File: src/rtl/approx_arb_pkg.sv
// Shared types and the round-robin pick helper for the approximate-adder arbiter.
// Pure declarations: no latency or backpressure of its own.
package approx_arb_pkg;

  typedef enum logic [1:0] {
    IDLE = 2'd0,
    CALC = 2'd1,
    RESP = 2'd2
  } state_t;

  // The pick helper works on a fixed 8-wide vector; narrower arbiters zero-pad.
  localparam int MAX_REQ = 8;
  localparam int PICK_W  = $clog2(MAX_REQ);

  // First set bit of valid[0..n-1] at or after ptr, wrapping; 0 when none is set.
  function automatic logic [PICK_W-1:0] rr_pick(
    input logic [MAX_REQ-1:0] valid,
    input logic [PICK_W-1:0]  ptr,
    input int                 n
  );
    logic [PICK_W-1:0] pick;
    logic [PICK_W:0]   idx;
    pick = '0;
    // Walk from the farthest offset down so the nearest hit is written last.
    for (int k = MAX_REQ - 1; k >= 0; k--) begin
      idx = {1'b0, ptr} + (PICK_W + 1)'(k);
      if (idx >= (PICK_W + 1)'(n)) begin
        idx = idx - (PICK_W + 1)'(n);
      end
      if ((k < n) && valid[idx[PICK_W-1:0]]) begin
        pick = idx[PICK_W-1:0];
      end
    end
    return pick;
  endfunction

endpackage

File: src/rtl/rr_arbiter.sv
// Round-robin grant: one-hot grant plus index of the first valid at or after ptr.
// Purely combinational; the caller owns the pointer and decides when a grant counts.
module rr_arbiter
  import approx_arb_pkg::*;
#(
  parameter int NUM_REQ = 4,
  parameter int ID_W    = $clog2(NUM_REQ)
) (
  input  logic [NUM_REQ-1:0] valid,
  input  logic [ID_W-1:0]    ptr,
  output logic               any,
  output logic [NUM_REQ-1:0] grant,
  output logic [ID_W-1:0]    idx
);

  logic [MAX_REQ-1:0] valid_ext;
  logic [PICK_W-1:0]  pick;

  always_comb begin
    valid_ext                = '0;
    valid_ext[NUM_REQ-1:0]   = valid;
    pick                     = rr_pick(valid_ext, PICK_W'(ptr), NUM_REQ);
    any                      = |valid;
    idx                      = ID_W'(pick);
    grant                    = '0;
    if (any) begin
      grant[idx] = 1'b1;
    end
  end

endmodule

File: src/rtl/approx_adder_arbiter.sv
// Shares one external approximate adder among NUM_REQ requesters, round-robin, with an exact-sum error counter.
// Accept to rsp_valid is 2 cycles; one op per 3 cycles at best; RESP holds under rsp_ready=0 and blocks new grants.
module approx_adder_arbiter
  import approx_arb_pkg::*;
#(
  parameter int NUM_REQ = 4,
  parameter int WIDTH   = 8,
  parameter int ERR_W   = 16
) (
  input  logic                       clk,
  input  logic                       rst_n,
  input  logic [NUM_REQ-1:0]         req_valid,
  output logic [NUM_REQ-1:0]         req_ready,
  input  logic [NUM_REQ*WIDTH-1:0]   req_a,
  input  logic [NUM_REQ*WIDTH-1:0]   req_b,
  output logic [WIDTH-1:0]           add_in1,
  output logic [WIDTH-1:0]           add_in2,
  input  logic [WIDTH:0]             add_out,
  output logic                       rsp_valid,
  input  logic                       rsp_ready,
  output logic [WIDTH:0]             rsp_sum,
  output logic [$clog2(NUM_REQ)-1:0] rsp_id,
  output logic                       rsp_err,
  output logic [ERR_W-1:0]           err_cnt,
  input  logic                       err_clr
);

  localparam int ID_W = $clog2(NUM_REQ);

  state_t               state;
  state_t               state_nxt;
  logic [ID_W-1:0]      rr_ptr;
  logic [ID_W-1:0]      gnt_idx;
  logic                 gnt_any;
  logic [NUM_REQ-1:0]   gnt_vec;
  logic [WIDTH-1:0]     a_arr [NUM_REQ];
  logic [WIDTH-1:0]     b_arr [NUM_REQ];
  logic [WIDTH:0]       exact_sum;
  logic                 calc_err;

  always_comb begin
    for (int i = 0; i < NUM_REQ; i++) begin
      a_arr[i] = req_a[i*WIDTH +: WIDTH];
      b_arr[i] = req_b[i*WIDTH +: WIDTH];
    end
  end

  rr_arbiter #(
    .NUM_REQ (NUM_REQ),
    .ID_W    (ID_W)
  ) u_arb (
    .valid (req_valid),
    .ptr   (rr_ptr),
    .any   (gnt_any),
    .grant (gnt_vec),
    .idx   (gnt_idx)
  );

  always_ff @(posedge clk) begin
    if (!rst_n) begin
      state <= IDLE;
    end else begin
      state <= state_nxt;
    end
  end

  always_comb begin
    state_nxt = state;
    case (state)
      IDLE:    if (gnt_any) state_nxt = CALC;
      CALC:    state_nxt = RESP;
      RESP:    if (rsp_ready) state_nxt = IDLE;
      default: state_nxt = IDLE;
    endcase
  end

  // Grants are only visible in IDLE and never while reset is held.
  always_comb begin
    req_ready = '0;
    rsp_valid = 1'b0;
    if (rst_n && (state == IDLE)) begin
      req_ready = gnt_vec;
    end
    if (state == RESP) begin
      rsp_valid = 1'b1;
    end
  end

  // The adder sees the operand registers for the whole CALC cycle.
  always_comb begin
    exact_sum = {1'b0, add_in1} + {1'b0, add_in2};
    calc_err  = (add_out != exact_sum);
  end

  always_ff @(posedge clk) begin
    if (!rst_n) begin
      rr_ptr  <= '0;
      add_in1 <= '0;
      add_in2 <= '0;
      rsp_sum <= '0;
      rsp_id  <= '0;
      rsp_err <= 1'b0;
      err_cnt <= '0;
    end else begin
      if ((state == IDLE) && gnt_any) begin
        add_in1 <= a_arr[gnt_idx];
        add_in2 <= b_arr[gnt_idx];
        rsp_id  <= gnt_idx;
        rr_ptr  <= (gnt_idx == ID_W'(NUM_REQ - 1)) ? '0 : gnt_idx + 1'b1;
      end
      if (state == CALC) begin
        rsp_sum <= add_out;
        rsp_err <= calc_err;
      end
      if (err_clr) begin
        err_cnt <= '0;
      end else if ((state == CALC) && calc_err && !(&err_cnt)) begin
        err_cnt <= err_cnt + 1'b1;
      end
    end
  end

endmodule

File: config.mk
export PLATFORM = sky130hd
export DESIGN_NAME = approx_adder_arbiter
export DESIGN_NICKNAME = d
export VERILOG_FILES = /design/src/rtl/approx_arb_pkg.sv /design/src/rtl/rr_arbiter.sv /design/src/rtl/approx_adder_arbiter.sv
export SDC_FILE = /design/constraint.sdc
export NUM_CORES = 1
export LEC_CHECK = 0
export CORE_MARGIN = 10
export CORE_UTILIZATION = 40
export DETAILED_ROUTE_END_ITERATION = 6
export GPL_ROUTABILITY_DRIVEN = 0
export PLACE_DENSITY = 0.89
export SLEW_MARGIN = 20
export SYNTH_ARGS = -nofsm -noshare
export SYNTH_HDL_FRONTEND = slang
export SYNTH_SLANG_ARGS = --single-unit
File: constraint.sdc
create_clock -name clk -period 4.3 [get_ports clk]
set_clock_uncertainty 0.1 [all_clocks]
set_input_delay 1.29 -clock clk [delete_from_list [all_inputs] [get_ports clk]]
set_output_delay 1.29 -clock clk [all_outputs]
set_load 0.005 [all_outputs]
# Word-level counts from Yosys, hierarchy flattened

Index checks and enable logic that the tools add are counted.

Add/subtract/negate cells: 10
Magnitude comparators: 11
Eq/ne operators: 6
Muxes and demuxes: 31
Bitwise operators: 2
Reductions and logical operators: 11

Operators with widths:

| operator              | count |
|---|---|
| $bmux 8 s2            | 2 |
| $mux 8                | 4 |
| $add 16x1->16 const B | 1 |
| $lt 3x4->1 const B    | 4 |
| $reduce_and 16->1     | 1 |
| $mux 2                | 7 |
| $bmux 1 s3            | 4 |
| $ge 4x3->1 const B    | 3 |
| $mux 3                | 4 |
| $add 8x8->9           | 1 |
| $ne 9x9->1            | 1 |
| $sub 3x3->3 const B   | 3 |
| $mux 4                | 2 |
| $add 2x2->3 const B   | 2 |
| $mux 1                | 6 |
| $pmux 2 s3            | 1 |
| $logic_and 1x1->1     | 5 |
| $eq 2x2->1 const B    | 2 |
| $ne 2x2->1 const B    | 2 |
| $reduce_or 4->1       | 1 |
| $add 2x1->3 const B   | 1 |
| $ge 2x3->1 const B    | 1 |
| $ge 3x3->1 const B    | 1 |
| $lt 2x3->1 const B    | 1 |
| other kinds (11)      | 11 |

Register bits: 48
Bits of input ports: 81
Output and inout bits: 49
Logic and storage cells: 79

# Longest topological paths before layout

Gate-level depths: netlist (run 1).

Depth after elaboration: 15
Mapped depth: 12
Mapped depth without buffers: 10

# Hierarchy

Synthesis (run 1) repeated with hierarchy kept, for this count alone.

Cells, all modules: 346
Area total of the unflattened synthesis: 3181.8 µm²

By module, submodules not included:

| module               | instances | cells each | area each (µm²) | seq. area each (µm²) |
|---|---|---|---|---|
| approx_adder_arbiter | 1         | 319        | 2979.1          | 960.9 |
| rr_arbiter           | 1         | 27         | 202.7           | 0.0 |

# Least setup slack after synthesis (run 1)

Ideal clock, no wire load.

Kind: input to output
From: in req_valid[3]
To: out req_ready[3]
Arrival: 2947 ps
Data required time: 2910 ps
Path slack: -37 ps
Stages: 9
Cells stage by stage: buf_2 -> mux2_4 -> and3b_4 -> o21a_2 -> nor2_4 -> inv_2 -> clkbuf_1 -> ha_1 -> and3_1

Longest elaborated chain between the ends: 12

RTL lines:

| item                                                                  | line                       | text |
|---|---|---|
| start, declared                                                       | approx_adder_arbiter.sv:12 | `input logic [NUM_REQ-1:0] req_valid,` |
| $bmux 1 s3                                                            | approx_arb_pkg.sv:30       | `if ((k < n) && valid[idx[PICK_W-1:0]]) begin` |
| $mux 1 (implied by the code)                                          | approx_arb_pkg.sv:30       |  |
| $mux 2 (3 in a row)                                                   | approx_arb_pkg.sv:30       |  |
| $mux 2 *                                                              | approx_arb_pkg.sv:30       |  |
| via gnt_idx[0]                                                        | approx_adder_arbiter.sv:33 | `logic [ID_W-1:0] gnt_idx;` |
| $lt 2x3->1 (implied by the code) / $ge 2x1->1 (equally long branches) | rr_arbiter.sv:27           | `grant[idx] = 1'b1;` |
| $logic_and 1x1->1 (implied by the code)                               | rr_arbiter.sv:27           |  |
| $mux 1 (implied by the code)                                          | rr_arbiter.sv:27           |  |
| $demux 1 s2 *                                                         | -                          |  |
| $mux 4 *                                                              | rr_arbiter.sv:26           | `if (any) begin` |
| $mux 4 *                                                              | approx_adder_arbiter.sv:81 | `if (rst_n && (state == IDLE)) begin` |
| end, declared                                                         | approx_adder_arbiter.sv:13 | `output logic [NUM_REQ-1:0] req_ready,` |

The timed path passes the listed nets; every way through them passes the cells marked *. The select of a mux whose other input is x is not followed.

# Final worst setup path (run 1)

From: in req_valid[1]
To: out req_ready[0]

Longest elaborated chain between the ends: 12

RTL lines:

| item                                                                  | line |
|---|---|
| $bmux 1 s3                                                            | approx_arb_pkg.sv:30 |
| $mux 1 (implied by the code)                                          | approx_arb_pkg.sv:30 |
| $mux 2 (4 in a row)                                                   | approx_arb_pkg.sv:30 |
| $lt 2x3->1 (implied by the code) / $ge 2x1->1 (equally long branches) | rr_arbiter.sv:27 |
| $logic_and 1x1->1 (implied by the code)                               | rr_arbiter.sv:27 |
| $mux 1 (implied by the code)                                          | rr_arbiter.sv:27 |
| $demux 1 s2                                                           | - |
| $mux 4 *                                                              | rr_arbiter.sv:26 |
| $mux 4 *                                                              | approx_adder_arbiter.sv:81 |

Every way passes the cells marked *; elsewhere a longest branch is shown, timed or not. The select of a mux whose other input is x is not followed.

==> results of run 1 <==
-- power by group through the flow --
| stage | Combinational (uW) | Sequential, uW | Clock (uW) |
|---|---|---|---|
| CTS | 1330 | 605 | 264 |
| finish | 1460 | 604 | 256 |
| detailed placement | 1250 | 615 | 0 |
| global placement | 1200 | 614 | 0 |
| global route | 1570 | 615 | 274 |
| floorplan | 837 | 600 | 0 |
-- layer usage --
layer | global-route usage [%] | up-vias
li1 | - | 1666
met1 | 19.21 | 1589
met2 | 29.30 | 152
met3 | 6.384 | 20
met4 | 4.954 | 0
met5 | 0 | -
-- kinds of logic after synthesis --
logic type | after synthesis
compound gates | 113
buf+inv | 34
fa+ha+maj | 16
simple gates | 122
flops | 48
mux | 28
xor+xnor | 12
-- placed cells by master (no fill, tap or decap), types with 3 or more instances in the layout --
master | Yosys | routed
buf_6 | 3 | 6
nor3_1 | 5 | 4
buf_2 | 7 | 3
mux2_2 | 16 | 15
o221ai_2 | 10 | 10
and2_1 | 3 | 3
a21boi_0 | 10 | 10
buf_4 | 1 | 21
o21ai_0 | 15 | 15
or4_1 | 5 | 5
o22ai_1 | 17 | 17
xor2_1 | 4 | 4
or3_1 | 19 | 19
nor2_1 | 10 | 9
and3_4 | 0 | 4
and3_1 | 8 | 4
o211ai_1 | 3 | 3
o221ai_1 | 5 | 5
clkbuf_8 | 0 | 5
inv_1 | 5 | 4
nor2b_1 | 6 | 6
nand2_1 | 34 | 34
ha_4 | 0 | 3
a21oi_1 | 30 | 30
xnor2_1 | 8 | 8
mux2i_1 | 7 | 7
clkdlybuf4s50_1 | 0 | 121
nand2b_1 | 7 | 7
mux2_4 | 2 | 4
ha_1 | 15 | 11
nand4_1 | 5 | 5
dfxtp_1 | 48 | 48
nand3_1 | 11 | 11
-- what timing repair did --
action / in CTS / in global routing
pin swaps: 6 / 7
gates resized for setup: 38 / 30
buffers inserted: 7 / 5
setup endpoints to repair: 4 / 4
gates cloned: 0 / 0
hold buffers: 0 / 0
-- layout make-up --
| class | count | area (sq um) |
|---|---|---|
| inverters | 6 | 27.53 |
| flip-flops and latches | 48 | 960.9 |
| clock inverters | 1 | 5.005 |
| clock buffers | 6 | 72.57 |
| well taps | 102 | 127.6 |
| multi-input cells | 291 | 2212 |
| fillers | 642 | 2894 |
| repair buffers | 155 | 1508 |
-- through the flow --
stage / setup WS [ns] / hold slack, ns / util (%)
6_report: -0.004529 / 0.3656 / 62.93
5_1_grt: -0.03334 / 0.3873 / 62.93
4_1_cts: -0.09233 / 0.3696 / 61.12
3_5_place_dp: -0.7916 / 0.3580 / 59.33
3_3_place_gp: -0.6928 / 0.3541 / 59.33
2_1_floorplan: 0.007720 / 0.3600 / -
-- path summary, 6_finish.rpt --
| kind | endpoint | cells after the start | start | slack, ns |
|---|---|---|---|---|
| worst min-delay path | rsp_sum[5] | 2 | rsp_sum[5] | 0.37 |
| worst min register to register | rsp_sum[5] | 2 | rsp_sum[5] | 0.37 |
| worst max-delay path | req_ready[0] | 9 | req_valid[1] | -0.005 |
| worst max register to register | add_in2[6] | 10 | rr_ptr[0] | 1.06 |
-- state kept, by name, summed over array words and instances (netlist names) --
signal,flops
add_in1,8
add_in2,8
err_cnt,16
rr_ptr,2
rsp_err,1
rsp_id,2
rsp_sum,9
state,2
-- worst max-delay path, cell delays in order --
cell and delay (ns):
buf_2 0.14, mux4_2 0.49, nor2_2 0.16, o21a_4 0.15, nor2_4 0.05, buf_6 0.14
ha_4 0.15, and3_4 0.15, clkdlybuf4s15_2 0.20
==> results.md, run 1 <==
* Net Sw Power at 911.2 uW
* Vias at 3,427
* Initial core utilization at 41.65%
* WL met1 at 4429 microns
* Share of cells above drive strength 1 at 18.15%
* Final setup viols at 1
* Sequential power share at 26.1%
* Area share of the largest cell type after synthesis at 29.55%
* Area grow syn2layout at 51.10%
* Largest family of logic cells by synthesized area: compound AO/OA/AOI/OAI gates
* Fin nets at 604
* Clock Path Buffers at 2
* Count leader, synth: dfxtp_1
* CP max FO at 5
* Worst-path clk slew at 0.08 ns
* Initial DRC Count at 130
* Simple-gate share of the synthesized area at 20.51%
* Area of placed instances at 4632 sq um
* Post-synthesis adder-cell area fraction at 6.387%
* Largest net degree at the start of global routing at 37
* Clk sink count at 48
* Worst min path class: flop to flop
* Die Y at 110.2 microns
* Synth Register Bits at 48
* Design area at 4913 sq um
* First-pass GRT wire length at 16,840 microns
* Fin. max-slew vios at 0
* Die area at 12,140 sq um
* Antenna violations before repair at 0
* Vias in the first global route at 3,403
* Met2 routed WL at 5238 microns
* # diodes at 0
* Port Buf Inserts at 129
* Top Metal Used: met4
* Power per standard cell area at 471.0 nW/um^2
* Most frequent cells after synthesis: 48 x dfxtp_1, 34 x nand2_1, 30 x a21oi_1, 19 x or3_1, 17 x o22ai_1
* Failing checks: negative setup slack
* Core area at 7807 sq um
* Htree depth at 2
* Non-filler instance count after layout at 609
* Top Ports at 130
* Detailed Place HPWL at 8594 microns
* Maximum clock rate at 0.2323 GHz
* WS Path Type: input port to output port
* Period utilization at 100.1%
* Crit path time final at 4.305 ns
* CTS tree: built
* Netlist Area Pre-Place at 3252 sq um
* Clk_lat worst skew at 0.30 ns
* Wire per inst at 18.11 microns
* EDFF count, synth at 0
* Setup TNS at -0.004529 ns
* Logic gate share of total power at 62.9%
* Mux contribution to synthesized area at 10.00%
* Router iterations before antenna repair at 4
* Worst-margin pin slew at 1.077 ns
* Switching share of power at 39.37%
* Overall power at 2314 uW
* Synth Area in Compound Gates at 24.82%
* Synth area leaders: dfxtp_1 30%, ha_1 5.8%, mux2_2 5.5%
* Clock share of power at 11.0%
* Xor/xnor share of the synthesized area at 3.232%
* Placed insts at 591
* Status: finished, violations left
* Drt via density at 5.627
* Slew margin rel. at 27.71%
* Syn Inst Count at 373
* Placement Rows at 32
* Post-synth ARST share at 0%
* Seq/Total Area, Yosys at 29.55%
* Leak Pwr at 0.001767 uW
* Gr usage total at 17.01%
* Crit end category: output port
* Int Pwr at 1403 uW
* Maximum VDD drop at 0.4513 mV
* Met3 WL at 1132 microns
* Synth unique cells at 59
* Clock tree root buffer cell: clkbuf_8
* Fin worst setup slack at -0.004529 ns
* WL final at 11,030 microns
* CP Launch Type: input port
* TritonCTS Buffers at 5
* Max cap viols at 0
* Main synth FF type: dfxtp_1
* Routed Antenna Nets at 0
* Synth area leader: dfxtp_1
* Crit path required time at 2.91 ns
* Final hold vios at 0
* Synth Area per Inst at 8.718 sq um
* Synth warn at 0
* DRC viols at 0
* Total gr overflow at 0
* Die Wd at 110.2 microns
* Worst EP arrival at 2.91 ns
* Syn Nets at 470
Power figures use the tool's default switching activity.
==> run 2: changes to the inputs <==
--- a/config.mk
+++ b/config.mk
@@ -9,7 +9,7 @@
 export CORE_UTILIZATION = 40
 export DETAILED_ROUTE_END_ITERATION = 6
 export GPL_ROUTABILITY_DRIVEN = 0
-export PLACE_DENSITY = 0.89
+export PLACE_DENSITY = 0.77
 export SLEW_MARGIN = 20
 export SYNTH_ARGS = -nofsm -noshare
 export SYNTH_HDL_FRONTEND = slang
==> results.md, run 2 (synthesized netlist as in run 1, its figures left out) <==
* Worst path slowest cell: mux2_4 (was mux4_2)
* RSZ-0062 raised after global routing: true
* Final hold vios at 0 (unchanged)
* Share of cells above drive strength 1 at 18.24% (was 18.15%)
* Number of flip-flops under the largest register name at 16 (unchanged)
* Largest regs: err_cnt x16, rsp_sum x9 (unchanged)
* Initial core utilization at 41.65% (unchanged)
* Largest net degree at the start of global routing at 37 (unchanged)
* Leak Pwr at 0.001808 uW (was 0.001767 uW)
* R2R Setup Slk at 0.98 ns (was 1.06 ns)
* Status: finished, final reports clean (was finished, violations left)
* R2R depth at 11 (was 10)
* CP Launch Type: input port (unchanged)
* Area grow syn2layout at 53.14% (was 51.10%)
* Die Y at 110.2 microns (unchanged)
* Vias in the first global route at 3,467 (was 3,403)
* Clk_lat worst skew at 0.30 ns (about the same)
* Area of placed instances at 4647 sq um (was 4632 sq um)
* Clock tree root buffer cell: clkbuf_8 (unchanged)
* Clk sink count at 48 (unchanged)
* Worst path most repeated cell: buf_6
* # diodes at 0 (unchanged)
* CTS tree: built (unchanged)
* Routed Antenna Nets at 0 (unchanged)
* Crit end category: output port (unchanged)
* Fin. max-slew vios at 0 (unchanged)
* Final setup viols at 0 (was 1)
* Htree depth at 2 (unchanged)
* Slew margin rel. at 32.09% (was 27.71%)
* Die Wd at 110.2 microns (unchanged)
* Port Buf Inserts at 129 (unchanged)
* Placement Rows at 32 (unchanged)
* Worst r2r src: rr_ptr[0] (unchanged)
* Router iterations before antenna repair at 4 (unchanged)
* Most common cell after layout, fill and taps aside: clkdlybuf4s50_1 (unchanged)
* Worst EP arrival at 2.86 ns (was 2.91 ns)
* Fin nets at 607 (was 604)
* Vias at 3,381 (was 3,427)
* Placed insts at 593 (was 591)
* Top Ports at 130 (unchanged)
* FF-to-FF End: add_in2[2] (was add_in2[6])
* Crit path cell chain: buf_8, mux2_4, a32oi_4, o2111ai_2, o211ai_4, inv_2, buf_6, ha_4, and3_4, buf_6 (was buf_2, mux4_2, nor2_2, o21a_4, nor2_4, buf_6, ha_4, and3_4, clkdlybuf4s15_2)
* WS Path Type: input port to output port (unchanged)
* Worst-margin pin slew at 1.012 ns (was 1.077 ns)
* Crit-path max cell delay at 0.27 ns (was 0.49 ns)
* Initial DRC Count at 111 (was 130)
* Critical path launch point: req_valid[3] (was req_valid[1])
* Detailed Place HPWL at 8582 microns (was 8594 microns)
* Die area at 12,140 sq um (unchanged)
* Non-filler instance count after layout at 612 (was 609)
* Gr usage total at 17.69% (was 17.01%)
* Worst min path class: flop to flop (unchanged)
* Power per standard cell area at 497.2 nW/um^2 (was 471.0 nW/um^2)
* Wire per inst at 17.99 microns (was 18.11 microns)
* Drt via density at 5.525 (was 5.627)
* Clock Path Buffers at 2 (unchanged)
* TritonCTS Buffers at 5 (unchanged)
* Design area at 4980 sq um (was 4913 sq um)
* First-pass GRT wire length at 17,480 microns (was 16,840 microns)
* Period utilization at 98.88% (was 100.1%)
* Worst-path clk slew at 0.08 ns (about the same)
* Maximum VDD drop at 0.3907 mV (was 0.4513 mV)
* Critical Path Sink: req_ready[3] (was req_ready[0])
* Commonest cells after routing, fill and taps aside: 121 x clkdlybuf4s50_1, 48 x dfxtp_1, 34 x nand2_1, 30 x a21oi_1, 24 x buf_4 (was 121 x clkdlybuf4s50_1, 48 x dfxtp_1, 34 x nand2_1, 30 x a21oi_1, 21 x buf_4)
* Max cap viols at 0 (unchanged)
* Maximum clock rate at 0.2352 GHz (was 0.2323 GHz)
* Core area at 7807 sq um (unchanged)
* Total gr overflow at 0 (unchanged)
* CP max FO at 6 (was 5)
* DRC viols at 0 (unchanged)
* Crit path required time at 2.91 ns (about the same)
* WL final at 11,010 microns (was 11,030 microns)
* Crit path time final at 4.252 ns (was 4.305 ns)
* Antenna violations before repair at 0 (unchanged)
* Reg with most FFs: err_cnt (unchanged)
-- run 2: cell types whose count changed in the layout (fill, tap and decap cells not counted), moves of 2 or more --
cell       delta
ha_1          +2
bufinv_16     +2
buf_12        -2
buf_4         +3
buf_8         +2
-- run 2: area by class of cell --
class | instances | area [sq um]
Timing Repair Buffer | 158 | 1520
Tap cell | 102 | 127.6
Multi-Input combinational cell | 291 | 2220
Fill cell | 641 | 2828
Sequential cell | 48 | 960.9
Inverter | 6 | 22.52
Clock inverter | 2 | 60.06
Clock buffer | 5 | 68.82
-- run 2: report_power, final --
group / internal (uW) / total, uW / switching [uW]
combinational: 794 / 1500 / 706
sequential: 521 / 601 / 79.1
clock: 229 / 376 / 147
-- run 2: worst min-delay path by stage --
stage	from	cells past startpoint	to	slack, ns
after detailed placement	rsp_sum[3]	2	rsp_sum[3]	0.36
after global placement	rsp_sum[2]	2	rsp_sum[2]	0.35
after floorplan	rsp_sum[8]	2	rsp_sum[8]	0.36
final	rsp_sum[5]	2	rsp_sum[5]	0.37
after CTS	rsp_sum[3]	2	rsp_sum[3]	0.37
after global routing	rsp_sum[5]	2	rsp_sum[5]	0.39
-- run 2: critical path: cells and delay by family --
family | cells | cell delay (ns)
buffers and inverters | 4 | 0.42
AND/OR/NAND/NOR | 1 | 0.16
adder cells (fa/ha/maj) | 1 | 0.14
multiplexers | 1 | 0.27
AO/OA/AOI/OAI | 3 | 0.58
-- run 2: per-layer routing --
| layer | GRT usage (%) | vias to the layer above | wire length [microns] |
|---|---|---|---|
| li1 | - | 1682 | - |
| met2 | 29.93 | 129 | 5271 |
| met4 | 2.844 | 0 | 87 |
| met1 | 19.63 | 1560 | 4276 |
| met5 | 0 | - | 0 |
| met3 | 9.460 | 10 | 1375 |
-- run 2: stage by stage --
step	utilization (%)	total power, uW	setup TNS, ns	worst slack (ns)	hold slack [ns]
after global routing	63.78	2645	-0.01906	-0.01906	0.3882
after detailed placement	59.52	1887	-2.952	-0.7823	0.3602
final	63.78	2476	0	0.04807	0.3676
after global placement	59.52	1861	-2.466	-0.6519	0.3535
after floorplan	-	1437	0	0.007720	0.3600
after CTS	62.63	2392	0	0.004857	0.3729
-- run 2: timing repair --
action                     CTS  global route
cloned                       0             0
resized for setup           43            19
setup buffers               11             2
hold buffers                 0             0
pin swaps                    6             8
setup endpoints to repair    4             4
==> run 3: changes to the inputs <==
--- a/config.mk
+++ b/config.mk
@@ -9,6 +9,7 @@
 export CORE_UTILIZATION = 40
 export DETAILED_ROUTE_END_ITERATION = 6
 export GPL_ROUTABILITY_DRIVEN = 0
+export GPL_TIMING_DRIVEN = 0
 export PLACE_DENSITY = 0.77
 export SLEW_MARGIN = 20
 export SYNTH_ARGS = -nofsm -noshare
==> results.md, run 3 (synthesized netlist as in run 1, its figures left out) <==
* Largest net degree at the start of global routing at 15 (was 37)
* Number of flip-flops under the largest register name at 16 (unchanged)
* Final setup viols at 0 (unchanged)
* Fin nets at 618 (was 607)
* Clk_lat worst skew at 0.30 ns (about the same)
* Status: finished, final reports clean (unchanged)
* Power per standard cell area at 481.1 nW/um^2 (was 497.2 nW/um^2)
* FF-to-FF End: add_in1[4] (was add_in2[2])
* TritonCTS Buffers at 5 (unchanged)
* Die area at 12,140 sq um (unchanged)
* Total gr overflow at 0 (unchanged)
* Final hold slack at 0.3656 ns (was 0.3676 ns)
* Antenna violations before repair at 0 (unchanged)
* Clk sink count at 48 (unchanged)
* Multi-input logic area at 2197 sq um (was 2220 sq um)
* # fillers at 689 (was 641)
* Slew margin rel. at 58.81% (was 32.09%)
* Port Buf Inserts at 128 (was 129)
* Placement Rows at 32 (unchanged)
* Die Y at 110.2 microns (unchanged)
* Commonest cells after routing, fill and taps aside: 120 x clkdlybuf4s50_1, 48 x dfxtp_1, 34 x nand2_1, 30 x a21oi_1, 19 x or3_1 (was 121 x clkdlybuf4s50_1, 48 x dfxtp_1, 34 x nand2_1, 30 x a21oi_1, 24 x buf_4)
* Worst EP arrival at 2.88 ns (was 2.86 ns)
* Overall power at 2384 uW (was 2476 uW)
* Gr usage total at 18.31% (was 17.69%)
* Die Wd at 110.2 microns (unchanged)
* Period utilization at 99.37% (was 98.88%)
* Htree depth at 2 (unchanged)
* DRC viols at 0 (unchanged)
* Final hold vios at 0 (unchanged)
* Hold_buf cts at 0 (unchanged)
* WS Path Type: input port to output port (unchanged)
* Crit-path max cell delay at 0.27 ns (about the same)
* Finished Core Util at 63.48% (was 63.78%)
* R2R Setup Slk at 1.15 ns (was 0.98 ns)
* Core area at 7807 sq um (unchanged)
* Worst-path clk slew at 0.08 ns (about the same)
* Share of cells above drive strength 1 at 17.24% (was 18.24%)
* Non-filler instance count after layout at 624 (was 612)
* Reg with most FFs: err_cnt (unchanged)
* Clock Path Buffers at 2 (unchanged)
* RSZ-0062 raised after global routing: true (unchanged)
* Register cell area after layout at 960.9 sq um (unchanged)
* Routed Antenna Nets at 0 (unchanged)
* Crit end category: output port (unchanged)
* R2R depth at 13 (was 11)
* Hold depth at 2 (unchanged)
* Top Ports at 130 (unchanged)
* Detailed Place HPWL at 9112 microns (was 8582 microns)
* Router iterations before antenna repair at 4 (unchanged)
* Worst path slowest cell: mux2_4 (unchanged)
* Hold EP: rsp_sum[6] (was rsp_sum[5])
* Initial DRC Count at 171 (was 111)
* Setup TNS at 0 ns (unchanged)
* Fin. max-slew vios at 0 (unchanged)
* Largest regs: err_cnt x16, rsp_sum x9 (unchanged)
* CP max FO at 5 (was 6)
* Drt via density at 5.508 (was 5.525)
* Placed insts at 603 (was 593)
* Area grow syn2layout at 52.40% (was 53.14%)
* Maximum clock rate at 0.2340 GHz (was 0.2352 GHz)
* WP buf/inv at 5 (was 4)
* Hold_sp: rsp_sum[6] (was rsp_sum[5])
* Clock tree root buffer cell: clkbuf_8 (unchanged)
* Crit path required time at 2.91 ns (about the same)
* Maximum VDD drop at 0.3312 mV (was 0.3907 mV)
* Vias in the first global route at 3,660 (was 3,467)
* Most common cell after layout, fill and taps aside: clkdlybuf4s50_1 (unchanged)
* Crit path time final at 4.273 ns (was 4.252 ns)
* Wire per inst at 18.31 microns (was 17.99 microns)
* Worst path most repeated cell: buf_6 (unchanged)
* Top delay family on crit path: buffers and inverters (was compound AO/OA/AOI/OAI gates)
* Max cap viols at 0 (unchanged)
* CTS tree: built (unchanged)
* Leak Pwr at 0.001798 uW (was 0.001808 uW)
* Initial core utilization at 41.65% (unchanged)
* # diodes at 0 (unchanged)
* Worst r2r src: rr_ptr[0] (unchanged)
* Worst-margin pin slew at 0.6178 ns (was 1.012 ns)
* Worst min path class: flop to flop (unchanged)
* Vias at 3,437 (was 3,381)
* First-pass GRT wire length at 18,080 microns (was 17,480 microns)
* WL final at 11,420 microns (was 11,010 microns)
* CP Launch Type: input port (unchanged)
* Crit path cell chain: buf_6, buf_6, mux2_4, a32oi_4, o2111ai_2, o211ai_2, buf_6, buf_6, ha_4, and3_4, buf_6 (was buf_8, mux2_4, a32oi_4, o2111ai_2, o211ai_4, inv_2, buf_6, ha_4, and3_4, buf_6)
## run 3: timing repair
action                     4_1_cts  5_1_grt
setup buffers                   11        2
resized for setup               54        7
pin swaps                        7        5
gates cloned                     1        0
setup endpoints to repair        4        4
## run 3: report_power, final
group / total (uW) / internal, uW / leakage, uW / switching [uW]
Combinational: 1490 / 790 / 0.00135 / 701
Clock: 282 / 129 / 0.0000510 / 154
Sequential: 611 / 522 / 0.000394 / 89.0
Total: 2380 / 1440 / 0.00180 / 944
## run 3: per-layer routing
metal	wire length (microns)	GRT usage (%)
met3	1226	9.518
met1	4550	19.64
met4	140	4.128
met5	0	0
met2	5506	31.46
## run 3: worst max-delay path by stage
stage	from	end	cells after the start
after floorplan	req_valid[3]	req_ready[3]	9
after CTS	req_valid[3]	req_ready[1]	11
after global placement	req_valid[1]	req_ready[3]	10
after global routing	req_valid[3]	req_ready[2]	11
final	req_valid[3]	req_ready[1]	11
after detailed placement	req_valid[3]	req_ready[3]	11
## run 3: worst min-delay path, cell delays in order, from the launching register on
cell      delay (ns)
dfxtp_1         0.31
nand2_1         0.05
a21boi_0        0.06
## run 3: area by class of cell
type	instances	share of cell area, %
buffer	27	3.282
clock buffer	6	1.666
clock inverter	2	0.2020
inverter	6	0.6564
multi-input combinational	291	44.33
sequential	48	19.39
tap	102	2.575
timing repair buffer	142	27.90
## run 3: per-stage QoR
step	setup slack, ns	area [sq um]
final	0.02701	4956
after CTS	0.003648	4903
after floorplan	0.007720	3253
after global placement	-1.076	4662
after detailed placement	-1.090	4662
after global routing	-0.04606	4956
